## src/rtl/attack_stage_pkg.sv

```systemverilog
// Shared ADSR definitions: default widths and attack FSM state encoding.
package attack_stage_pkg;

    localparam int ADSR_DATA_W    = 20;
    localparam int ADSR_SHIFT_W   = 5;
    localparam int ADSR_MAX_SHIFT = 20;
    localparam int ADSR_DIV_W     = 16;

    typedef enum logic [1:0] {
        ST_IDLE = 2'd0,
        ST_RAMP = 2'd1,
        ST_DONE = 2'd2
    } state_t;

endpackage

```

## src/rtl/attack_stage_if.sv

```systemverilog
// Control/sample bundle between the envelope controller and the attack stage.
interface attack_stage_if #(
    parameter int DATA_W = 20,
    parameter int DIV_W  = 16
);

    logic              i_start;
    logic              i_stop;
    logic [DIV_W-1:0]  i_rate_div;
    logic [DATA_W-1:0] i_in;
    logic [DATA_W-1:0] o_out;
    logic              o_busy;
    logic              o_end_attack;

    modport master (
        output i_start,
        output i_stop,
        output i_rate_div,
        output i_in,
        input  o_out,
        input  o_busy,
        input  o_end_attack
    );

    modport slave (
        input  i_start,
        input  i_stop,
        input  i_rate_div,
        input  i_in,
        output o_out,
        output o_busy,
        output o_end_attack
    );

endinterface

```

## src/rtl/attack_stage_rate_ticker.sv

```systemverilog
// Rate prescaler: counts up to i_div and emits a 1-cycle tick on the match.
module rate_ticker #(
    parameter int DIV_W = 16
) (
    input  logic             clk,
    input  logic             rst,
    input  logic             i_clr,
    input  logic             i_en,
    input  logic [DIV_W-1:0] i_div,
    output logic             o_tick
);

    logic [DIV_W-1:0] r_cnt;
    logic             w_hit;

    assign w_hit  = (r_cnt == i_div);
    assign o_tick = i_en & w_hit;

    always_ff @(posedge clk) begin
        if (rst || i_clr) begin
            r_cnt <= '0;
        end else if (i_en) begin
            r_cnt <= w_hit ? '0 : r_cnt + 1'b1;
        end
    end

endmodule

```

## src/rtl/attack_stage.sv

```systemverilog
// ADSR attack stage: ramps attenuation from MAX_SHIFT down to 0 at a set rate.
module attack_stage
    import attack_stage_pkg::*;
#(
    parameter int DATA_W    = ADSR_DATA_W,
    parameter int SHIFT_W   = ADSR_SHIFT_W,
    parameter int MAX_SHIFT = ADSR_MAX_SHIFT,
    parameter int DIV_W     = ADSR_DIV_W
) (
    input  logic           clk,
    input  logic           rst,
    attack_stage_if.slave  bus
);

    localparam logic [SHIFT_W-1:0] W_MAX = SHIFT_W'(MAX_SHIFT);
    localparam logic [SHIFT_W-1:0] W_ONE = SHIFT_W'(1);

    state_t             r_state;
    state_t             w_state_nx;
    logic [SHIFT_W-1:0] r_shift;
    logic [SHIFT_W-1:0] w_shift_nx;
    logic [DIV_W-1:0]   r_div_q;
    logic [DIV_W-1:0]   w_div_nx;
    logic [DATA_W-1:0]  r_out;
    logic               w_tick;
    logic               w_clr;
    logic               w_en;

    // Counter restarts on any retrigger/abort and only runs while ramping.
    assign w_en  = (r_state == ST_RAMP);
    assign w_clr = bus.i_start | bus.i_stop | ~w_en;

    rate_ticker #(
        .DIV_W (DIV_W)
    ) u_ticker (
        .clk    (clk),
        .rst    (rst),
        .i_clr  (w_clr),
        .i_en   (w_en),
        .i_div  (r_div_q),
        .o_tick (w_tick)
    );

    always_comb begin
        w_state_nx = r_state;
        w_shift_nx = r_shift;
        w_div_nx   = r_div_q;
        if (bus.i_start) begin
            w_state_nx = ST_RAMP;
            w_shift_nx = W_MAX;
            w_div_nx   = bus.i_rate_div;
        end else if (bus.i_stop) begin
            w_state_nx = ST_IDLE;
            w_shift_nx = W_MAX;
        end else begin
            case (r_state)
                ST_IDLE: w_shift_nx = W_MAX;
                ST_RAMP: begin
                    if (w_tick) begin
                        w_shift_nx = r_shift - 1'b1;
                        if (r_shift == W_ONE) begin
                            w_state_nx = ST_DONE;
                        end
                    end
                end
                ST_DONE: w_shift_nx = '0;
                default: begin
                    w_state_nx = ST_IDLE;
                    w_shift_nx = W_MAX;
                end
            endcase
        end
    end

    always_ff @(posedge clk) begin
        if (rst) begin
            r_state <= ST_IDLE;
            r_shift <= W_MAX;
            r_div_q <= '0;
            r_out   <= '0;
        end else begin
            r_state <= w_state_nx;
            r_shift <= w_shift_nx;
            r_div_q <= w_div_nx;
            r_out   <= bus.i_in >> r_shift;
        end
    end

    assign bus.o_out        = r_out;
    assign bus.o_busy       = (r_state == ST_RAMP);
    assign bus.o_end_attack = (r_state == ST_DONE);

endmodule

```

## src/flat_wrapper.sv

```systemverilog
// flat-port wrapper written by rule: the top's interface ports become plain ports
module attack_stage_flat import attack_stage_pkg::*;
#(
    parameter int DATA_W    = ADSR_DATA_W,
    parameter int SHIFT_W   = ADSR_SHIFT_W,
    parameter int MAX_SHIFT = ADSR_MAX_SHIFT,
    parameter int DIV_W     = ADSR_DIV_W
)
  (clk, rst, bus_i_start, bus_i_stop, bus_i_rate_div, bus_i_in, bus_o_out, bus_o_busy, bus_o_end_attack);
  attack_stage_if #(.DATA_W(DATA_W), .DIV_W(DIV_W)) bus_i ();
  input  logic clk;
  input  logic rst;
  input wire logic [$bits(bus_i.i_start)-1:0] bus_i_start;
  input wire logic [$bits(bus_i.i_stop)-1:0] bus_i_stop;
  input wire logic [$bits(bus_i.i_rate_div)-1:0] bus_i_rate_div;
  input wire logic [$bits(bus_i.i_in)-1:0] bus_i_in;
  output wire logic [$bits(bus_i.o_out)-1:0] bus_o_out;
  output wire logic [$bits(bus_i.o_busy)-1:0] bus_o_busy;
  output wire logic [$bits(bus_i.o_end_attack)-1:0] bus_o_end_attack;
  assign bus_i.i_start = bus_i_start;
  assign bus_i.i_stop = bus_i_stop;
  assign bus_i.i_rate_div = bus_i_rate_div;
  assign bus_i.i_in = bus_i_in;
  assign bus_o_out = bus_i.o_out;
  assign bus_o_busy = bus_i.o_busy;
  assign bus_o_end_attack = bus_i.o_end_attack;
  attack_stage #(.DATA_W(DATA_W), .SHIFT_W(SHIFT_W), .MAX_SHIFT(MAX_SHIFT), .DIV_W(DIV_W)) u_core (.clk(clk), .rst(rst), .bus(bus_i));
endmodule
```

## config.mk

```make
export PLATFORM = sky130hd
export DESIGN_NAME = attack_stage_flat
export DESIGN_NICKNAME = d
export VERILOG_FILES = /design/src/rtl/attack_stage_pkg.sv /design/src/rtl/attack_stage_if.sv /design/src/rtl/attack_stage_rate_ticker.sv /design/src/rtl/attack_stage.sv /design/src/flat_wrapper.sv
export SDC_FILE = /design/constraint.sdc
export NUM_CORES = 1
export LEC_CHECK = 0
export ABC_AREA = 0
export BUFFER_PORTS_ARGS = -buffer_cell sky130_fd_sc_hd__buf_2
export CAP_MARGIN = 5
export CORE_UTILIZATION = 32
export DETAILED_ROUTE_END_ITERATION = 6
export GPL_TIMING_DRIVEN = 0
export PLACE_DENSITY = 0.47
export RECOVER_POWER = 50
export SYNTH_ARGS = -nofsm -noshare
export SYNTH_HDL_FRONTEND = slang
export SYNTH_HIERARCHICAL = 1
export SYNTH_SLANG_ARGS = --single-unit
```

## constraint.sdc

```tcl
create_clock -name clk -period 4.4 [get_ports clk]
set_clock_uncertainty 0.05 [all_clocks]
set_input_delay 0.88 -clock clk [delete_from_list [all_inputs] [get_ports clk]]
set_output_delay 0.88 -clock clk [all_outputs]
set_load 0.01 [all_outputs]
```

==> flow_metrics.tcl, run 1 <==
set metrics [dict create \
    ios 62 \
    clkSinkCount 59 \
    antenna_cells 0 \
    htreeDepth 3 \
    dr_wl_met2_mm 3.118 \
    hpwl_mm 5.945 \
    intPower_mw 0.9040 \
    core_area_um2 9328 \
    cts_resized 0 \
    die_area_um2 10100 \
    yosysSeqAreaShare 0.3803 \
    p_leak_nw 1.418 \
    syn_area_um2 3105 \
    cts_setup_buffers 0 \
    drive_gt1_frac 0.1691 \
    peakVddDrop_uv 166.3 \
    hold_viol 0 \
    grt_pass1_vias 2498 \
    drt_iter0_markers 97 \
    clkPwrFrac 0.451 \
    synth_edf_count 0 \
    cts.path.max_buffers 2 \
    port-buffer-count 60 \
    dr.pass1.iters 4 \
    critPathKind "flip-flop to flip-flop" \
    p_comb_frac 0.082 \
    grt_pass1_wl_mm 12.66 \
    synth_common_cells "dfxtp_1, nor2_1, mux2i_1" \
    synth_top_area_share 0.3803 \
    p_per_area_nw_per_um2 314.3 \
    syn_nets 384 \
    synth.distinct_cells 43 \
    fin_setup_tns_ps 0 \
    rr_worst_depth 10 \
    gr-usage-all-layers 0.1652 \
    fin_nets 455 \
    max_freq_ghz 0.3720 \
    cp-start-kind "flip-flop" \
    drv_slew 0 \
    highest_layer "met4" \
    worstPathRequired_ps 4560 \
    holdPathStages 2 \
    dieWidth_um 100.5 \
    tightest_slew_ps 576.3 \
    synth-seq-cells 59 \
    antenna_found_initial 0 \
    finalCritPeriodShare 0.6110 \
    cts_buffers 9 \
    setup_violations 0 \
    clkLatencyLatePin_ps 330 \
    timing.final.crit_period_ps 2688 \
    layout-area-overhead-vs-synth_pct 20.55 \
    vias 2629 \
    p_total_mw 1.177 \
    sw_frac_of_total 0.2317 \
    worstPathArrival_ps 2850 \
    cap_violations 0 \
    overflow 0 \
    synth_warnings 6 \
    hold_path.class "flip-flop to flip-flop" \
    synth_cells 338 \
    via_per_inst 4.842 \
    rows 35 \
    endpoint_kind "flip-flop" \
    cts_tree "yes" \
    crit_path_max_fanout 8 \
    async_flop_share 0 \
    netlist_top_cells_area "dfxtp_1, mux2i_1, nor2_1, xnor2_1, xor2_1" \
    p_seq_frac 0.468 \
    status "completed" \
    gp_congestion 0.8722 \
    ctsHoldBuffers 0 \
    yosysMostFrequentCell "dfxtp_1" \
    wl_per_cell_um 14.30 \
    wl_met3_um 479 \
    p_switching_mw 0.2726 \
    grt_start_max_net_pins 11 \
    die_h_um 100.5 \
    ant_nets 0 \
    drc 0 \
    synth_top_area_cell "dfxtp_1" \
    clk_pin_slew_ps 70 \
    root_buffer "clkbuf_8" \
    synth_flop_cell "dfxtp_1" \
    initial_core_util 0.3329 \
    synth_area_per_cell_um2 9.188 \
    slew_headroom 0.6158 \
    wl_mm 7.767 \
    rsz0062_at_grt "no" \
    met1Wirelength_mm 4.006 \
]
metal layers:
layer,up-vias,global-route usage
met5,-,0
met4,0,0.07804
met3,14,0.03190
met2,90,0.2281
met1,1199,0.2440
li1,1326,-
worst paths after layout:
path | slack (ps) | to | start
setup / recovery | 1710 | u_core/r_shift[4] | u_core/u_ticker/r_cnt[2]
hold / removal | 460 | u_core/r_state[1] | u_core/r_state[1]
setup reg to reg | 1710 | u_core/r_shift[4] | u_core/u_ticker/r_cnt[2]
hold reg to reg | 460 | u_core/r_state[1] | u_core/r_state[1]
power by group through the flow:
stage	clock (mW)	combinational (mW)	sequential, mW
finish	0.530	0.0959	0.550
global route	0.569	0.107	0.551
CTS	0.548	0.0967	0.550
detailed placement	0	0.0964	0.563
global placement	0	0.0959	0.562
floorplan	0	0.0600	0.560
cell type report:
class	instances	area, µm²
inverter	8	30.03
fill	977	5584
timing repair buffer	60	272.8
tap	129	161.4
buffer	22	123.9
clock inverter	5	77.57
sequential	59	1181
multi-input combinational	249	1765
clock buffer	11	131.4
cell usage in the layout, fill, tap and decap left out, types with 3 or more instances in the layout:
cell type,count
mux2i_1,43
xnor2_1,17
o21ai_0,7
nor4_1,6
inv_1,7
ha_1,6
buf_2,43
nor2b_1,3
nand3b_1,3
xor2_1,17
o221ai_1,4
dfxtp_1,59
a22oi_1,11
o22ai_1,8
nand4_1,5
clkbuf_1,36
nor3_1,3
nand2_1,25
mux4_2,3
nand3_1,11
a21oi_1,7
clkbuf_8,9
nor2_1,51
sequential cells by signal, summed over array words and instances, names as in the netlist:
signal and count:
u_core/bus.o_out 20, u_core/r_div_q 16, u_core/u_ticker/r_cnt 16, u_core/r_shift 5, u_core/r_state 2
stage by stage:
step           utilization  hold WS [ps]  setup WS [ps]  cells  area [µm²]
6_report            0.4013         463.0           1712    543        3744
5_1_grt             0.4013         513.7           1334    543        3744
4_1_cts             0.4048         480.0           1651    543        3776
3_5_place_dp        0.3824         463.8           1662    527        3567
3_3_place_gp        0.3824         445.3           1618    527        3567
2_1_floorplan            -         412.4           2227    338        3105
cells by family (layout without fill, tap and decap cells):
logic type | Yosys count | after routing | share of synthesized area
fa+ha+maj | 6 | 6 | 0.02417
buf+inv | 30 | 106 | 0.05117
flops | 59 | 59 | 0.3803
xor+xnor | 34 | 34 | 0.09589
mux | 49 | 49 | 0.1761
simple gates | 117 | 117 | 0.1737
compound gates | 43 | 43 | 0.09871
critical path, cell delays in order (launching register included):
cell and delay (ps):
dfxtp_1 310, clkbuf_1 260, xor2_1 160, nor4_1 360
nand2_1 180, nor4_1 340, buf_2 250, nor4bb_1 310
xnor2_1 160, mux2_2 160, nand2_1 40
Power figures use the tool's default switching activity.
==> inputs of run 2 (changes only) <==
==> constraint.sdc (replaced) <==
create_clock -name clk -period 2.8 [get_ports clk]
set_clock_uncertainty 0.05 [all_clocks]
set_input_delay 0.56 -clock clk [delete_from_list [all_inputs] [get_ports clk]]
set_output_delay 0.56 -clock clk [all_outputs]
set_load 0.01 [all_outputs]
==> run 2 against run 1 <==
  * Wire length is 0.66% lower
  * Critical path depth is 1 lower
  * Combinational power is 58% higher
  * Critical endpoint unchanged
  * Flip-flop and latch count stayed put
  * Largest cell class unchanged
==> flow_metrics.tcl, run 2 (same netlist as run 1, synthesis figures left out) <==
set metrics [dict create \
    cts_buffers 9 \
    cap_violations 0 \
    critPathKind "flip-flop to flip-flop" \
    ant_nets 0 \
    hpwl_mm 5.945 \
    design_area_um2 3739 \
    core_area_um2 9328 \
    root_buffer "clkbuf_8" \
    die_area_um2 10100 \
    wl_per_cell_um 14.24 \
    gr-usage-all-layers 0.1652 \
    ctsHoldBuffers 0 \
    ios 62 \
    dieWidth_um 100.5 \
    hold_path.class "input pin to flip-flop" \
    crit_slowest_cell "clkbuf_1" \
    fin_setup_tns_ps 0 \
    path_cells "clkbuf_1, buf_12, clkbuf_1, inv_1, ha_1, nor4bb_1, xnor2_1, mux2_2, nand2_1" \
    clk_pin_slew_ps 70 \
    slew_headroom 0.5962 \
    timing.final.ws_setup_ps 219.5 \
    max_freq_ghz 0.3875 \
    setup_violations 0 \
    fin_nets 454 \
    cp_top_family "buffers and inverters" \
    cts.path.max_buffers 2 \
    fillers 975 \
    clkLatencyLatePin_ps 330 \
    clkSinkCount 59 \
    dp_slack_ps 61.63 \
    cp-start-kind "flip-flop" \
    peakVddDrop_uv 260.9 \
    die_h_um 100.5 \
    rsz0062_at_grt "no" \
    initial_core_util 0.3329 \
    layout_common_cells "dfxtp_1, nor2_1, buf_2, mux2i_1, clkbuf_1" \
    cts_tree "yes" \
    largest_reg_flops 20 \
    worstPathRequired_ps 3030 \
    timing.final.crit_period_ps 2581 \
    rows 35 \
    drt_iter0_markers 141 \
    vias 2641 \
    dp_cells 527 \
    worst-path-buf-inv 4 \
    gp_congestion 0.8722 \
    grt_start_max_net_pins 11 \
    max_stage_delay_ps 480 \
    antenna_cells 0 \
    drv_slew 0 \
    place_area_um2 3567 \
    drc 0 \
    hold_viol 0 \
    status "completed" \
    cts_setup_buffers 0 \
    p_leak_nw 1.419 \
    crit_path_max_fanout 10 \
    htreeDepth 3 \
    wl_mm 7.716 \
    overflow 0 \
    layout_commonest_cell "dfxtp_1" \
    p_per_area_nw_per_um2 494.3 \
    layout.cells.non_filler 542 \
    endpoint_kind "flip-flop" \
    grt_pass1_wl_mm 12.66 \
    layout-area-overhead-vs-synth_pct 20.39 \
    antenna_found_initial 0 \
    tightest_slew_ps 605.7 \
    finalCritPeriodShare 0.9216 \
    grt_pass1_vias 2498 \
    via_per_inst 4.873 \
    port-buffer-count 60 \
    dr.pass1.iters 4 \
    worstPathArrival_ps 2810 \
    crit_top_cell "clkbuf_1" \
    drive_gt1_frac 0.1743 \
]
==> run 2: cell types whose count changed in the layout (fill, tap and decap cells not counted) <==
cell / change
clkbuf_2: +1
nor4_2: +1
nor4_1: -1
buf_2: +2
buf_4: -1
clkbuf_1: -2
buf_6: -1
==> run 2: worst register-to-register path, cell delays in order (launching register included) <==
cell and delay, ps:
dfxtp_1 310, clkbuf_1 460, buf_12 220, clkbuf_1 480, inv_1 170, ha_1 240, nor4bb_1 150, xnor2_1 130
mux2_2 270, nand2_1 60
==> run 2: worst paths after layout <==
path	cells past startpoint	to	slack (ps)	from
worst max-delay path	9	u_core/r_shift[4]	220	u_core/r_shift[1]
worst min register to register	2	u_core/r_state[1]	460	u_core/r_state[1]
worst max register to register	9	u_core/r_shift[4]	220	u_core/r_shift[1]
worst min-delay path	3	u_core/r_div_q[8]	410	bus_i_rate_div[8]
==> run 2: per-layer routing <==
metal	wire length [µm]	vias to the layer above	track usage	part of all wire
met4	118	0	0.07804	0.015
met3	510	11	0.03190	0.066
li1	-	1324	-	-
met5	0	-	0	0
met1	3971	1218	0.2440	0.51
met2	3115	88	0.2281	0.40
==> run 2: through the flow <==
step / hold WS [ps] / total power [mW] / util
after floorplan: 412.4 / 0.9748 / -
after global placement: 445.3 / 1.034 / 0.3824
after detailed placement: 463.8 / 1.035 / 0.3824
after CTS: 394.8 / 1.877 / 0.4048
after global routing: 419.1 / 1.930 / 0.4008
final: 406.9 / 1.848 / 0.4008
==> run 2: layout make-up <==
| type | instances | area (µm²) | area share |
|---|---|---|---|
| Clock buffer | 11 | 131.4 | 0.03514 |
| Buffer | 21 | 111.4 | 0.02979 |
| Sequential cell | 59 | 1181 | 0.3159 |
| Inverter | 8 | 30.03 | 0.008032 |
| Clock inverter | 5 | 77.57 | 0.02075 |
| Tap cell | 129 | 161.4 | 0.04317 |
| Timing Repair Buffer | 60 | 274.0 | 0.07329 |
| Multi-Input combinational cell | 249 | 1772 | 0.4739 |
==> run 2: report_power, final <==
group          leakage, nW  internal, mW  switching [mW]
registers            0.479         0.854          0.0107
clock network        0.103         0.499           0.332
logic                0.837        0.0692          0.0832
==> run 2: timing repair <==
item                                    in CTS  in global routing
endpoints found under the setup margin       0                  4
resized for setup                            0                  3
endpoints found under the hold margin        0                  0
==> inputs of run 3 (changes only) <==
--- a/config.mk
+++ b/config.mk
@@ -6,13 +6,12 @@
 export NUM_CORES = 1
 export LEC_CHECK = 0
 export ABC_AREA = 0
-export BUFFER_PORTS_ARGS = -buffer_cell sky130_fd_sc_hd__buf_2
 export CAP_MARGIN = 5
 export CORE_UTILIZATION = 32
 export DETAILED_ROUTE_END_ITERATION = 6
+export DONT_BUFFER_PORTS = 1
 export GPL_TIMING_DRIVEN = 0
-export PLACE_DENSITY = 0.47
-export RECOVER_POWER = 50
+export PLACE_DENSITY = 0.42
 export SYNTH_ARGS = -nofsm -noshare
 export SYNTH_HDL_FRONTEND = slang
 export SYNTH_HIERARCHICAL = 1
==> run 3 against run 2 <==
  * Cell area down 6.4%
  * Critical path type unchanged
  * Power rose by 0.52%
  * Clock power increased by 4.7%
  * Clock-buffer cell count is 1 higher
==> flow_metrics.tcl, run 3 (same netlist as run 1, synthesis figures left out) <==
set metrics [dict create \
    status "completed" \
    cap_violations 0 \
    drive_gt1_frac 0.1045 \
    p_per_area_nw_per_um2 530.8 \
    drv_slew 0 \
    layout_common_cells "dfxtp_1, nor2_1, mux2i_1, nand2_1" \
    hold_path.class "input pin to flip-flop" \
    initial_core_util 0.3329 \
    clk_pin_slew_ps 70 \
    vias 2374 \
    cts_setup_buffers 0 \
    path_cells "clkbuf_1, xor2_1, nor4_2, nand2_1, nor4_1, buf_2, nor4bb_1, xnor2_1, mux2_2, nand2_1" \
    tightest_slew_ps 544.3 \
    gp_congestion 0.8043 \
    hpwl_mm 5.976 \
    rows 35 \
    wl_mm 7.806 \
    ctsHoldBuffers 0 \
    grt_pass1_vias 2279 \
    gr-usage-all-layers 0.1694 \
    slew_headroom 0.6371 \
    ios 62 \
    rsz0062_at_grt "no" \
    intPower_mw 1.432 \
    setup_violations 0 \
    p_seq_frac 0.465 \
    root_buffer "clkbuf_8" \
    fin_nets 395 \
    die_area_um2 10100 \
    whs_ps 318.1 \
    via_per_inst 4.915 \
    antenna_cells 0 \
    overflow 0 \
    fillers 997 \
    critPathKind "flip-flop to flip-flop" \
    htreeDepth 3 \
    crit_top_cell "nand2_1" \
    worstPathArrival_ps 2730 \
    fin_util 0.3752 \
    core_area_um2 9328 \
    dr.pass1.iters 4 \
    max_freq_ghz 0.3890 \
    clkPwrFrac 0.468 \
    drc 0 \
    cts.path.max_buffers 2 \
    max_stage_delay_ps 320 \
    worstPathRequired_ps 2960 \
    layout-area-overhead-vs-synth_pct 12.69 \
    clkLatencyLatePin_ps 340 \
    p_comb_frac 0.066 \
    grt_start_max_net_pins 11 \
    wl_per_cell_um 16.16 \
    crit_path_max_fanout 8 \
    port-buffer-count 0 \
    die_h_um 100.5 \
    hold_viol 0 \
    ant_nets 0 \
    cp-start-kind "flip-flop" \
    p_leak_nw 1.262 \
    dieWidth_um 100.5 \
    finalCritPeriodShare 0.9180 \
    drt_iter0_markers 138 \
    antenna_found_initial 0 \
    timing.final.crit_period_ps 2570 \
    layout_commonest_cell "dfxtp_1" \
    clkSinkCount 59 \
    grt_pass1_wl_mm 12.64 \
    cts_buffers 9 \
    fin_setup_tns_ps 0 \
    sw_frac_of_total 0.2293 \
    endpoint_kind "flip-flop" \
    p_switching_mw 0.4259 \
    crit_slowest_cell "nor4_1" \
    peakVddDrop_uv 284.1 \
    cts_tree "yes" \
    largest_reg_flops 20 \
]
## run 3: what timing repair did
| item | in CTS | in global routing |
|---|---|---|
| endpoints found under the hold margin | 0 | 0 |
| setup endpoints to repair | 0 | 2 |
| resized for setup | 0 | 4 |
## run 3: critical path, delay by kind of cell, from the launching register on
family,cells,cell delay [ps]
XOR/XNOR,2,340
flip-flops,1,310
multiplexers,1,160
AND/OR/NAND/NOR,5,1060
buffers and inverters,2,510
## run 3: power groups by stage
stage               clock [mW]  combinational [mW]  sequential, mW
floorplan                    0              0.0942           0.881
global placement             0               0.120           0.884
detailed placement           0               0.121           0.884
CTS                      0.903               0.121           0.865
global route             0.953               0.138           0.866
finish                   0.870               0.123           0.864
## run 3: area by class of cell
| cell class | instances | area, µm² | area share |
|---|---|---|---|
| inverters | 8 | 30.03 | 0.008581 |
| clock inverters | 4 | 73.82 | 0.02109 |
| plain buffers | 22 | 130.1 | 0.03718 |
| clock buffers | 12 | 145.1 | 0.04147 |
| flip-flops and latches | 59 | 1181 | 0.3375 |
| well taps | 129 | 161.4 | 0.04612 |
| multi-input cells | 249 | 1778 | 0.5080 |
## run 3: final timing paths
check | slack, ps | startpoint | cells past startpoint | to
max reg2reg | 230 | u_core/u_ticker/r_cnt[2] | 10 | u_core/r_shift[4]
min reg2reg | 460 | u_core/r_state[1] | 2 | u_core/r_state[1]
max | 230 | u_core/u_ticker/r_cnt[2] | 10 | u_core/r_shift[4]
min | 320 | bus_i_rate_div[1] | 2 | u_core/r_div_q[1]
## run 3: stage by stage
stage	worst slack, ps	power [mW]	area [µm²]	instances
floorplan	626.8	0.9748	3105	338
global placement	114.4	1.004	3267	467
detailed placement	161.4	1.005	3267	467
CTS	132.0	1.889	3486	483
global route	3.087	1.957	3500	483
finish	229.6	1.858	3500	483
## run 3: metal layers
metal  track usage  vias to the layer above  part of all wire
met5             0                        -                 0
met4       0.04013                        0             0.011
met3       0.06380                        6             0.058
met2        0.2434                       62              0.43
met1        0.2383                     1089              0.50
li1              -                     1217                 -
